### src/rtl/inst_fetch_ctrl.sv
// Instruction-fetch sequencer: owns the PC, reads a combinational ROM and buffers
// fetched words in a small FIFO presented to decode over valid/ready.
module inst_fetch_ctrl #(
    parameter logic [31:0] RESET_PC = 32'h0000_0000,
    parameter int unsigned QDEPTH   = 2,
    parameter int unsigned PTR_W    = 1
) (
    input  logic             clk,
    input  logic             rst_n,
    input  logic             run,
    output logic [31:0]      rom_addr,
    input  logic [31:0]      rom_inst,
    input  logic             redirect_valid,
    input  logic [31:0]      redirect_target,
    output logic             inst_valid,
    output logic [31:0]      inst,
    output logic [31:0]      inst_pc,
    input  logic             inst_ready,
    output logic [PTR_W:0]   q_count,
    output logic             misalign
);

    localparam logic [PTR_W:0] QDepthCnt = QDEPTH[PTR_W:0];

    logic [31:0]      pc_q, pc_d;
    logic [PTR_W:0]   cnt_q, cnt_d;
    logic [PTR_W-1:0] rd_ptr_q, rd_ptr_d;
    logic [PTR_W-1:0] wr_ptr_q, wr_ptr_d;
    logic             mis_q, mis_d;
    logic [31:0]      inst_mem_q [QDEPTH];
    logic [31:0]      inst_mem_d [QDEPTH];
    logic [31:0]      pc_mem_q   [QDEPTH];
    logic [31:0]      pc_mem_d   [QDEPTH];
    logic             pop;
    logic             push;

    assign rom_addr   = pc_q;
    assign inst_valid = (cnt_q != '0);
    assign inst       = inst_mem_q[rd_ptr_q];
    assign inst_pc    = pc_mem_q[rd_ptr_q];
    assign q_count    = cnt_q;
    assign misalign   = mis_q;

    always_comb begin
        pop        = inst_valid & inst_ready;
        // A full queue can still accept when the head leaves in the same cycle.
        push       = run & ~redirect_valid & ((cnt_q < QDepthCnt) | pop);
        pc_d       = pc_q;
        cnt_d      = cnt_q;
        rd_ptr_d   = rd_ptr_q;
        wr_ptr_d   = wr_ptr_q;
        mis_d      = 1'b0;
        inst_mem_d = inst_mem_q;
        pc_mem_d   = pc_mem_q;

        if (redirect_valid) begin
            // Flush discards any pop in this cycle along with the stale entries.
            pc_d     = {redirect_target[31:2], 2'b00};
            cnt_d    = '0;
            rd_ptr_d = '0;
            wr_ptr_d = '0;
            mis_d    = |redirect_target[1:0];
        end else begin
            if (push) begin
                inst_mem_d[wr_ptr_q] = rom_inst;
                pc_mem_d[wr_ptr_q]   = pc_q;
                wr_ptr_d             = wr_ptr_q + 1'b1;
                pc_d                 = pc_q + 32'd4;
            end
            if (pop) begin
                rd_ptr_d = rd_ptr_q + 1'b1;
            end
            unique case ({push, pop})
                2'b10:   cnt_d = cnt_q + 1'b1;
                2'b01:   cnt_d = cnt_q - 1'b1;
                default: cnt_d = cnt_q;
            endcase
        end
    end

    always_ff @(posedge clk or negedge rst_n) begin
        if (!rst_n) begin
            pc_q     <= RESET_PC;
            cnt_q    <= '0;
            rd_ptr_q <= '0;
            wr_ptr_q <= '0;
            mis_q    <= 1'b0;
            for (int i = 0; i < int'(QDEPTH); i++) begin
                inst_mem_q[i] <= '0;
                pc_mem_q[i]   <= '0;
            end
        end else begin
            pc_q       <= pc_d;
            cnt_q      <= cnt_d;
            rd_ptr_q   <= rd_ptr_d;
            wr_ptr_q   <= wr_ptr_d;
            mis_q      <= mis_d;
            inst_mem_q <= inst_mem_d;
            pc_mem_q   <= pc_mem_d;
        end
    end

endmodule

### config.mk
export PLATFORM = sky130hd
export DESIGN_NAME = inst_fetch_ctrl
export DESIGN_NICKNAME = d
export VERILOG_FILES = /design/src/rtl/inst_fetch_ctrl.sv
export SDC_FILE = /design/constraint.sdc
export NUM_CORES = 1
export LEC_CHECK = 0
export BUFFER_PORTS_ARGS = -buffer_cell sky130_fd_sc_hd__clkbuf_2
export CORE_ASPECT_RATIO = 1.25
export CORE_MARGIN = 2
export CORE_UTILIZATION = 43
export DETAILED_ROUTE_END_ITERATION = 8
export GPL_ROUTABILITY_DRIVEN = 1
export PLACE_DENSITY = 0.69
export SLEW_MARGIN = 0
export SYNTH_ARGS = -nofsm -noshare
export SYNTH_HDL_FRONTEND = slang
export SYNTH_SLANG_ARGS = --single-unit
### constraint.sdc
create_clock -name clk -period 1.95 [get_ports clk]
set_input_delay 0.195 -clock clk [delete_from_list [all_inputs] [get_ports clk]]
set_output_delay 0.195 -clock clk [all_outputs]
set_load 0.01 [all_outputs]
==> summary.txt <==
Status
  • Outcome: complete, no violations

Clock tree
  • Root buffer cell: clkbuf_16
  • TritonCTS Buffers: 17
  • Clock Latency Late Sink: 0.42 ns
  • H-tree Lvls: 4
  • Reg clk slew, reported paths: 0.06 ns
  • CTS Buffer Depth: 2
  • CTS tree: yes
  • # clock sinks: 159

Layout
  • Post-route cell area: 0.00954 sq mm
  • Antenna Cells: 0
  • Fin cells: 1017
  • Area grow syn2layout: 30.8%
  • Most common cell after layout, fill and taps aside: mux2_2
  • Most frequent cells in the layout: 175 x mux2_2, 163 x clkbuf_2, 154 x dfrtp_1, 42 x nand2_1, 39 x buf_4
  • NumNets Final: 854
  • Layout cells sized above 1: 54.2%

Setup path
  • Critical path's top delay family: simple AND/OR/NAND/NOR gates
  • CP Data Required Time: 2.24 ns
  • Worst Setup Start Kind: flop
  • Worst-path fanout max: 4
  • Worst path cell trace: nand4_4 -> or4_4 -> or4_1 -> nand3_1 -> o211ai_1
  • Critical path class: flop to flop
  • Crit-path slowest cell: or4_4
  • CP bufs+invs: 0
  • Critical Path End Type: flop
  • Arr. time, crit path: 2.19 ns
  • Max incr delay on CP: 0.58 ns

Route
  • Via density: 5.11
  • DRT antenna net count: 0
  • Detailed-route wire length: 17300 microns
  • Post-route DRC: 0
  • DR iter-0 viols: 216
  • DRT Pass-1 Iters: 6
  • DR vias: 5200
  • WL/cell: 17.0 microns

STA
  • Min cycle time layout: 1.90 ns
  • Crit share post-route: 97.3%
  • Clock Skews: 0.00550 ns
  • Fmax: 0.527 GHz
  • Final slew viol count: 0
  • Worst slew pin tran: 0.580 ns
  • # setup viols final: 0
  • Final Hold Fails: 0
  • RSZ-0062 raised after global routing: no
  • Rel. slew slack: 61.2%
  • Setup TNS Final: 0 ns
  • WHS: 0.0112 ns

Placement
  • GP Congestion: 0.846
  • PortBufs: 164
  • Placement Cell Area: 0.00867 sq mm
  • Detailed placement HPWL: 12300 microns
  • DP Cell Count: 961

Global routing
  • Initial antenna violation count: 0
  • Total grt overflow: 0
  • Vias in the first global route: 5639
  • All-Layer GR Usage: 20.1%
  • Largest net degree at the start of global routing: 54
  • Global-route wire length before repair: 28100 microns

Synth
  • Cell count after synthesis: 562
  • Post-synth EDFFs: 0
  • Unique masters post-synth: 40
  • Post-Syn Area: 0.00730 sq mm
  • Register bit total from synthesis: 159
  • Seq/Total Area, Yosys: 54.5%
  • Ys async rst share: 100%
  • Synth Flop Type: dfrtp_1
  • Yosys warns: 0
  • Syn Area/Cell: 13.0 sq um

Floorplan
  • Die area: 0.0180 sq mm
  • Die Y: 150 microns
  • Core area: 0.0167 sq mm
  • Num rows: 53
  • Ports: 169
  • Chip width: 121 microns
  • Initial Utilization: 43.7%

Power
  • Maximum VDD drop: 0.519 mV
  • Static leakage: 4.33 nW
  • Pwr Density: 1100 mW/mm^2

Hold path
  • Hold/Removal Path Class: input pin to flop

Run
  • Max-capacitance violation count: 0
-- path summary, 6_finish.rpt --
| kind | slack (ns) | start | endpoint | cells past startpoint |
|---|---|---|---|---|
| max | 0.05 | rom_addr[19]$_DFFE_PN0P_ | rom_addr[26]$_DFFE_PN0P_ | 5 |
| min in group asynchronous | 0.27 | rst_n | inst_mem_q[21]$_DFFE_PN0P_ | 2 |
| max reg2reg | 0.05 | rom_addr[19]$_DFFE_PN0P_ | rom_addr[26]$_DFFE_PN0P_ | 5 |
| min | 0.01 | redirect_target[25] | rom_addr[25]$_DFFE_PN0P_ | 3 |
| max in group asynchronous | 1.02 | rst_n | rom_addr[6]$_DFFE_PN0P_ | 3 |
| min reg2reg | 0.48 | pc_mem_q[34]$_DFFE_PN0P_ | pc_mem_q[34]$_DFFE_PN0P_ | 1 |
-- worst reg2reg max path: cells and delay by family (launching register included) --
kind             cells  cell delay [ns]
AND/OR/NAND/NOR      4             1.29
flip-flops           1             0.39
AO/OA/AOI/OAI        1             0.09
-- cell usage after synthesis, types with 2 or more instances --
master	n	area [sq um]
a21oi_1	2	10.0
a31oi_1	2	12.5
and3_1	2	12.5
buf_1	6	22.5
buf_2	7	35.0
buf_4	4	30.0
clkbuf_1	15	56.3
dfrtp_1	159	3980
inv_1	4	15.0
mux2_1	10	113
mux2_2	175	1970
nand2_1	42	158
nand2b_1	2	12.5
nand3_1	12	60.1
nand4_1	10	62.6
nor2_1	13	48.8
nor3_1	7	35.0
nor4_1	4	25.0
nor4_2	4	50.1
o211ai_1	3	22.5
o21ai_0	19	95.1
o21ai_1	10	50.1
or2_2	2	12.5
or3_1	5	31.3
or4_1	2	15.0
xnor2_1	15	131
xor2_1	13	114
-- cells by family (layout without fill, tap and decap cells) --
group                    count (synthesis)  in the layout  share of synthesized area (%)
multiplexers                           186            186                           28.7
flip-flops                             159            159                           54.5
AND/OR/NAND/NOR                        112            112                           8.18
AO/OA/AOI/OAI                           38             38                           2.81
buffers and inverters                   37            269                           2.23
XOR/XNOR                                28             28                           3.36
adder cells (fa/ha/maj)                  1              1                          0.171
other                                    1              4                         0.0514
-- metal layers --
layer,up-vias,wire length [microns],global-route usage [%]
met5,-,0,0
met4,0,159,5.52
met3,15,800,4.99
met2,141,9100,36.8
met1,2618,7210,23.3
li1,2426,-,-
-- what timing repair did --
action / CTS / global route
hold endpoints to repair: 61 / 0
resized for setup: 0 / 3
endpoints found under the setup margin: 0 / 7
hold buffers: 24 / 0
setup buffers: 0 / 0
-- registers in the layout (all words and copies together), names as in the netlist --
name,cells
inst_mem_q,64
rd_ptr_q,1
q_count,2
rom_addr,30
misalign,1
pc_mem_q,60
wr_ptr_q,1
-- report_power, final --
part,total (mW),switching [mW],internal [mW],leakage [nW]
registers,4.54,0.414,4.13,1.92
clock network,3.39,1.30,2.09,0.295
logic,2.54,1.12,1.42,2.12
total,10.5,2.84,7.64,4.33
-- layout make-up --
cell class,instances,area [sq um]
fill,1431,7170
sequential,159,3990
multi-input combinational,369,3190
timing repair buffer,232,1460
clock buffer,24,512
tap,220,275
clock inverter,8,101
inverter,5,18.8
-- through the flow --
stage | total power [mW] | utilization [%] | worst slack, ns
detailed placement | 7.14 | 51.9 | 0.0687
global route | 11.1 | 57.1 | 0.000214
CTS | 10.6 | 57.0 | 0.0556
global placement | 6.98 | 51.9 | 0.0713
finish | 10.5 | 57.1 | 0.0527
floorplan | 6.09 | - | 0.00255
Power figures use the tool's default switching activity.
